**config.mk**
```make
export PLATFORM = sky130hd
export DESIGN_NAME = lsu_ctrl
export DESIGN_NICKNAME = d
export VERILOG_FILES = /design/src/rtl/lsu_ctrl.sv
export SDC_FILE = /design/constraint.sdc
export NUM_CORES = 1
export LEC_CHECK = 0
export CORE_AREA = 2 2 118 91
export DETAILED_ROUTE_END_ITERATION = 10
export DIE_AREA = 0 0 120 93
export PLACE_DENSITY = 0.8
export SLEW_MARGIN = 10
export SYNTH_ARGS = -nofsm -noshare
export SYNTH_HDL_FRONTEND = slang
export SYNTH_SLANG_ARGS = --single-unit
```
**constraint.sdc**
```tcl
create_clock -name clk_i -period 2.25 [get_ports clk_i]
set_input_delay 0.3375 -clock clk_i [delete_from_list [all_inputs] [get_ports clk_i]]
set_output_delay 0.3375 -clock clk_i [all_outputs]
set_load 0.005 [all_outputs]
```
**src/rtl/lsu_ctrl.sv**
```systemverilog
// lsu_ctrl: load/store initiator between the execute stage and a word-granular
// data memory. Byte/half/word loads and stores over a valid/ready request port;
// sub-word stores are done as read-modify-write. Responses are a single-cycle
// pulse with no backpressure.
//
// Optional feature macro: LSU_MISALIGN_TRAP_EN
//   defined   : misaligned half/word and size=11 requests return rsp_err_o=1
//               after one cycle and never touch memory.
//   undefined : rsp_err_o is tied 0, misaligned addresses are forced aligned,
//               size=11 is treated as a word access.
//
// Handshake: a request is accepted in any cycle where req_valid_i and
// req_ready_o are both 1; the requester holds its request stable until then.
// req_ready_o is high only in IDLE (and never while rst_i is high).
module lsu_ctrl #(
  parameter int ADDR_W = 5,
  parameter int XLEN   = 32
) (
  input  logic              clk_i,
  input  logic              rst_i,
  input  logic              req_valid_i,
  output logic              req_ready_o,
  input  logic              req_we_i,
  input  logic [1:0]        req_size_i,
  input  logic              req_unsigned_i,
  input  logic [ADDR_W+1:0] req_addr_i,
  input  logic [XLEN-1:0]   req_wdata_i,
  output logic              rsp_valid_o,
  output logic [XLEN-1:0]   rsp_rdata_o,
  output logic              rsp_err_o,
  output logic              mem_we_o,
  output logic [ADDR_W-1:0] mem_addr_o,
  output logic [XLEN-1:0]   mem_wdata_o,
  input  logic [XLEN-1:0]   mem_rdata_i,
  output logic [1:0]        dbg_state
);

  localparam logic [1:0] SZ_BYTE = 2'b00;
  localparam logic [1:0] SZ_HALF = 2'b01;
  localparam logic [1:0] SZ_WORD = 2'b10;

  typedef enum logic [1:0] {
    IDLE = 2'd0,
    RD   = 2'd1,
    WR   = 2'd2,
    RSP  = 2'd3
  } state_t;

  state_t state;
  state_t state_next;

  // Latched request and the word read back for loads / read-modify-write.
  logic              op_we;
  logic [1:0]        op_size;
  logic              op_uns;
  logic [ADDR_W+1:0] op_addr;
  logic [XLEN-1:0]   op_wdata;
  logic              op_err;
  logic [XLEN-1:0]   word_buf;

  // Decoded view of the incoming request.
  logic              accept;
  logic              req_err;
  logic [1:0]        req_size_n;
  logic [ADDR_W+1:0] req_addr_n;

  // Data path helpers.
  logic [7:0]        byte_sel;
  logic [15:0]       half_sel;
  logic [XLEN-1:0]   load_data;
  logic [XLEN-1:0]   merge_data;

  assign accept    = req_valid_i && req_ready_o;
  assign dbg_state = state;

  // Classify the request: error detection or alignment fix-up.
  always_comb begin
    req_err    = 1'b0;
    req_size_n = req_size_i;
    req_addr_n = req_addr_i;
`ifdef LSU_MISALIGN_TRAP_EN
    req_err = (req_size_i == 2'b11) ||
              ((req_size_i == SZ_HALF) && req_addr_i[0]) ||
              ((req_size_i == SZ_WORD) && (req_addr_i[1:0] != 2'b00));
`else
    if (req_size_i == 2'b11) req_size_n = SZ_WORD;
    if (req_size_n == SZ_HALF) req_addr_n[0] = 1'b0;
    if (req_size_n == SZ_WORD) req_addr_n[1:0] = 2'b00;
`endif
  end

  // State register.
  always_ff @(posedge clk_i) begin
    if (rst_i) state <= IDLE;
    else       state <= state_next;
  end

  // Next-state logic.
  always_comb begin
    state_next = state;
    case (state)
      IDLE: begin
        if (accept) begin
          if (req_err)                    state_next = RSP;
          else if (!req_we_i)             state_next = RD;
          else if (req_size_n == SZ_WORD) state_next = WR;
          else                            state_next = RD;
        end
      end
      RD:      state_next = op_we ? WR : RSP;
      WR:      state_next = RSP;
      RSP:     state_next = IDLE;
      default: state_next = IDLE;
    endcase
  end

  // Request latch on accept and read-data capture at the end of RD.
  always_ff @(posedge clk_i) begin
    if (rst_i) begin
      op_we    <= 1'b0;
      op_size  <= SZ_BYTE;
      op_uns   <= 1'b0;
      op_addr  <= '0;
      op_wdata <= '0;
      op_err   <= 1'b0;
      word_buf <= '0;
    end else begin
      if (accept) begin
        op_we    <= req_we_i;
        op_size  <= req_size_n;
        op_uns   <= req_unsigned_i;
        op_addr  <= req_addr_n;
        op_wdata <= req_wdata_i;
        op_err   <= req_err;
      end
      if (state == RD) word_buf <= mem_rdata_i;
    end
  end

  // Lane extraction and extension for loads, lane merge for sub-word stores.
  always_comb begin
    case (op_addr[1:0])
      2'd0:    byte_sel = word_buf[7:0];
      2'd1:    byte_sel = word_buf[15:8];
      2'd2:    byte_sel = word_buf[23:16];
      default: byte_sel = word_buf[31:24];
    endcase
    half_sel = op_addr[1] ? word_buf[31:16] : word_buf[15:0];

    case (op_size)
      SZ_BYTE: load_data = op_uns ? {{(XLEN-8){1'b0}}, byte_sel}
                                  : {{(XLEN-8){byte_sel[7]}}, byte_sel};
      SZ_HALF: load_data = op_uns ? {{(XLEN-16){1'b0}}, half_sel}
                                  : {{(XLEN-16){half_sel[15]}}, half_sel};
      default: load_data = word_buf;
    endcase

    merge_data = word_buf;
    if (op_size == SZ_BYTE) begin
      case (op_addr[1:0])
        2'd0:    merge_data[7:0]   = op_wdata[7:0];
        2'd1:    merge_data[15:8]  = op_wdata[7:0];
        2'd2:    merge_data[23:16] = op_wdata[7:0];
        default: merge_data[31:24] = op_wdata[7:0];
      endcase
    end else if (op_size == SZ_HALF) begin
      if (op_addr[1]) merge_data[31:16] = op_wdata[15:0];
      else            merge_data[15:0]  = op_wdata[15:0];
    end
  end

  // Moore outputs; everything is forced idle while reset is asserted so a
  // pending write is never committed and no response escapes.
  always_comb begin
    req_ready_o = (state == IDLE) && !rst_i;
    mem_we_o    = 1'b0;
    mem_addr_o  = '0;
    mem_wdata_o = '0;
    rsp_valid_o = 1'b0;
    rsp_rdata_o = '0;
    rsp_err_o   = 1'b0;
    if (!rst_i) begin
      case (state)
        RD: begin
          mem_addr_o = op_addr[ADDR_W+1:2];
        end
        WR: begin
          mem_we_o    = 1'b1;
          mem_addr_o  = op_addr[ADDR_W+1:2];
          mem_wdata_o = (op_size == SZ_WORD) ? op_wdata : merge_data;
        end
        RSP: begin
          rsp_valid_o = 1'b1;
          rsp_err_o   = op_err;
          rsp_rdata_o = (!op_we && !op_err) ? load_data : '0;
        end
        default: ;
      endcase
    end
  end

endmodule

```
==> results.py, run 1 <==
metrics = {
    "outcome": {
        "status": "finished with violations",
        "violations": "setup timing",
    },
    "drt": {
        "drt_iter0_drc": 629,
        "drcViolationCount": 0,
        "ant_nets": 0,
        "routed_wl_mm": 18.89,
        "num_vias": 5438,
        "dr.pass1.iters": 5,
        "via_per_inst": 5.754,
        "wl_per_cell_um": 19.99,
    },
    "clocking": {
        "clkLatencyLatePin_ns": 0.34,
        "clk_pin_slew_ns": 0.06,
        "cts_num_sinks": 77,
        "cts_root_buf": "clkbuf_16",
        "htree_num_levels": 3,
        "clockBufferDepth": 2,
        "cts_tree": "built",
        "cts_made_buffers": 9,
    },
    "power": {
        "p_clk_share_pct": 25.5,
        "swShare_pct": 35.09,
        "seqPwrFrac_pct": 37.9,
        "internal_power_w": 0.003278,
        "p_switching_w": 0.001772,
        "combPwrFrac_pct": 36.6,
        "p_leak_nw": 3.119,
        "powerDensity_nw_per_um2": 682.7,
        "vdd_drop_max_uv": 656.9,
    },
    "die": {
        "start_util_pct": 45.61,
        "fp.dieH_um": 93,
        "die_area_um2": 11160,
        "num_rows": 32,
        "die-width_um": 120,
        "fp.coreArea_um2": 10050,
        "ios": 153,
    },
    "sta": {
        "period_share_pct": 106.3,
        "maxSlewViolCount": 0,
        "finalHoldViolCount": 0,
        "rsz0062_at_grt": "yes",
        "setup_viol": 29,
        "clock_skew_ns": 0.005179,
        "layout_min_cycle_time_ns": 2.392,
        "timing.final.ws_setup_ns": -0.1419,
        "max_freq_mhz": 418.1,
        "whs_ns": 0.4683,
    },
    "job": {
        "drv_cap": 0,
    },
    "critical_path": {
        "path_class": "reg2out",
        "slowest_delay_ns": 0.41,
        "cp.required_ns": 1.91,
        "critPathMostFrequentCell": "buf_6",
        "ff2ff_path_depth": 8,
        "end_kind": "primary output",
        "startpoint_type": "flip-flop",
        "crit_arrival_ns": 2.05,
        "critPathSlowestCell": "dfxtp_4",
        "regToRegSetupSlack_ns": 0.46,
        "worstPathCellList": "mux2_4, a32oi_2, a2111o_1, buf_6, buf_6, nand2_2, buf_2",
        "crit_fanout": 6,
    },
    "yosys": {
        "synthDistinctLibCells": 44,
        "avgSynthCellArea_um2": 7.677,
        "ys_async_sr_fraction_pct": 0,
        "synth_enable_flop_cells": 0,
        "synthCells": 597,
        "synth_flop_cell": "dfxtp_1",
        "yosysSeqAreaShare_pct": 33.63,
        "ys_ff_latch": 77,
        "synthesis.nets": 680,
        "synth_area_um2": 4583,
        "ys.warnings.count": 0,
    },
    "min_path": {
        "hold_path.class": "reg2reg",
        "whs_path_depth": 2,
    },
    "global_route": {
        "grtUsageTotal_pct": 33.35,
        "grt_pass1_wl_mm": 28.46,
        "grt_max_degree": 83,
        "antenna_found_initial": 0,
        "gr-total-overflow": 0,
        "grt_pass1_vias": 5191,
    },
    "cells_and_area": {
        "diodes": 0,
        "nets": 889,
        "post-route-util_pct": 73.61,
        "drive_above_1_share_pct": 30.78,
        "final_area_um2": 7397,
        "syn2layout_area_growth_pct": 61.40,
    },
    "place": {
        "place_area_um2": 6635,
        "place_congestion": 0.9917,
        "hpwl_mm": 13.20,
        "io_buffers": 151,
        "place_ws_ns": -0.2077,
    },
}
-- sequential cells by signal, summed over array words and instances, names as in the netlist --
register   flops
dbg_state      2
op_addr        7
op_size        2
op_uns         1
op_wdata      32
op_we          1
word_buf      32
-- cells by family (layout without fill, tap and decap cells) --
group / count (synthesis) / in the layout / share of synthesized area [%]
buffers and inverters: 58 / 270 / 5.132
adders and majority gates: 5 / 5 / 1.365
and+or+nand+nor: 239 / 239 / 24.52
DFF: 77 / 77 / 33.63
AOI/OAI and AO/OA: 157 / 157 / 21.81
other: 1 / 1 / 0.08182
muxes: 60 / 60 / 13.46
-- cell type report --
cell class / count / area, µm²
Sequential cell: 77 / 1556
Clock inverter: 3 / 15.01
Clock buffer: 11 / 232.7
Fill cell: 792 / 2653
Tap cell: 136 / 170.2
Timing Repair Buffer: 247 / 2225
Multi-Input combinational cell: 462 / 3162
Inverter: 9 / 36.28
-- synth_stat cells (11+ instances only) --
library cell	instances	area share (%)
mux2i_1	47	10
nand2b_1	46	6.3
a222oi_1	11	2.4
clkbuf_1	29	2.4
nand3_1	13	1.4
o21ai_0	67	7.3
nor2_1	49	4.0
a21oi_1	25	2.7
o22ai_1	11	1.5
nand2_1	102	8.4
dfxtp_1	77	34
mux2_2	13	3.2
buf_2	11	1.2
-- cells in the final DEF, fill, tap and decap left out, drive strengths merged, types with 13 or more instances in the layout --
cell and instances:
buf 133, nand2 102, clkdlybuf4s50 81, dfxtp 77, o21ai 70, nor2 50
mux2i 47, nand2b 46, a21oi 26, clkbuf 20, dlygate4sd2 19, nand3 13
mux2 13
-- through the flow --
stage / instances / power, W / setup TNS [ns]
3_3_place_gp: 898 / 0.003458 / -4.713
4_1_cts: 940 / 0.004960 / -2.976
3_5_place_dp: 898 / 0.003495 / -5.574
5_1_grt: 945 / 0.005269 / -4.860
6_report: 945 / 0.005050 / -2.185
2_1_floorplan: 597 / 0.002676 / 0
-- final timing paths --
check,end,start
max,rsp_rdata_o[16],op_addr[1]$_SDFFE_PP0P_
min reg2reg,op_addr[3]$_SDFFE_PP0P_,op_addr[3]$_SDFFE_PP0P_
min,op_addr[3]$_SDFFE_PP0P_,op_addr[3]$_SDFFE_PP0P_
max reg2reg,op_wdata[12]$_SDFFE_PP0P_,dbg_state[0]$_SDFFE_PP0P_
-- critical path: cells and delay by family (launching register included) --
kind,cells,cell delay (ns)
DFF,1,0.41
AOI/OAI and AO/OA,2,0.53
and+or+nand+nor,1,0.04
muxes,1,0.35
buffers and inverters,3,0.39
-- metal layers --
| metal | global-route usage (%) | vias to the layer above | routed length [µm] |
|---|---|---|---|
| li1 | - | 2517 | - |
| met1 | 44.68 | 2565 | 8059 |
| met2 | 51.85 | 305 | 8334 |
| met3 | 10.00 | 51 | 1999 |
| met4 | 9.804 | 0 | 500 |
| met5 | 0 | - | 0 |
-- power by group through the flow --
stage	combinational, W	clock (W)	sequential, W
floorplan	0.000897	0	0.00178
global placement	0.00156	0	0.00190
detailed placement	0.00160	0	0.00190
CTS	0.00177	0.00131	0.00189
global route	0.00199	0.00136	0.00192
finish	0.00185	0.00129	0.00191
-- what timing repair did --
| action | in CTS | in global routing |
|---|---|---|
| buffers inserted | 24 | 8 |
| endpoints found under the hold margin | 0 | 0 |
| setup endpoints to repair | 71 | 54 |
| hold buffers | 0 | 0 |
| gates cloned | 4 | 0 |
| pin swaps | 35 | 25 |
| resized for setup | 263 | 62 |
No activity file was read; power rests on OpenSTA's default activity.
==> run 2, diff against run 1 <==
- CAP_MARGIN: not set -> 15
==> results of run 2 <==
Final layout, timing and power as in run 1 (identical DEF).
==> run 3, diff against run 2 <==
- GPL_TIMING_DRIVEN: not set -> 1
- HOLD_SLACK_MARGIN: not set -> 0.08
==> results of run 3 <==
Final layout, timing and power as in run 1 (identical DEF).
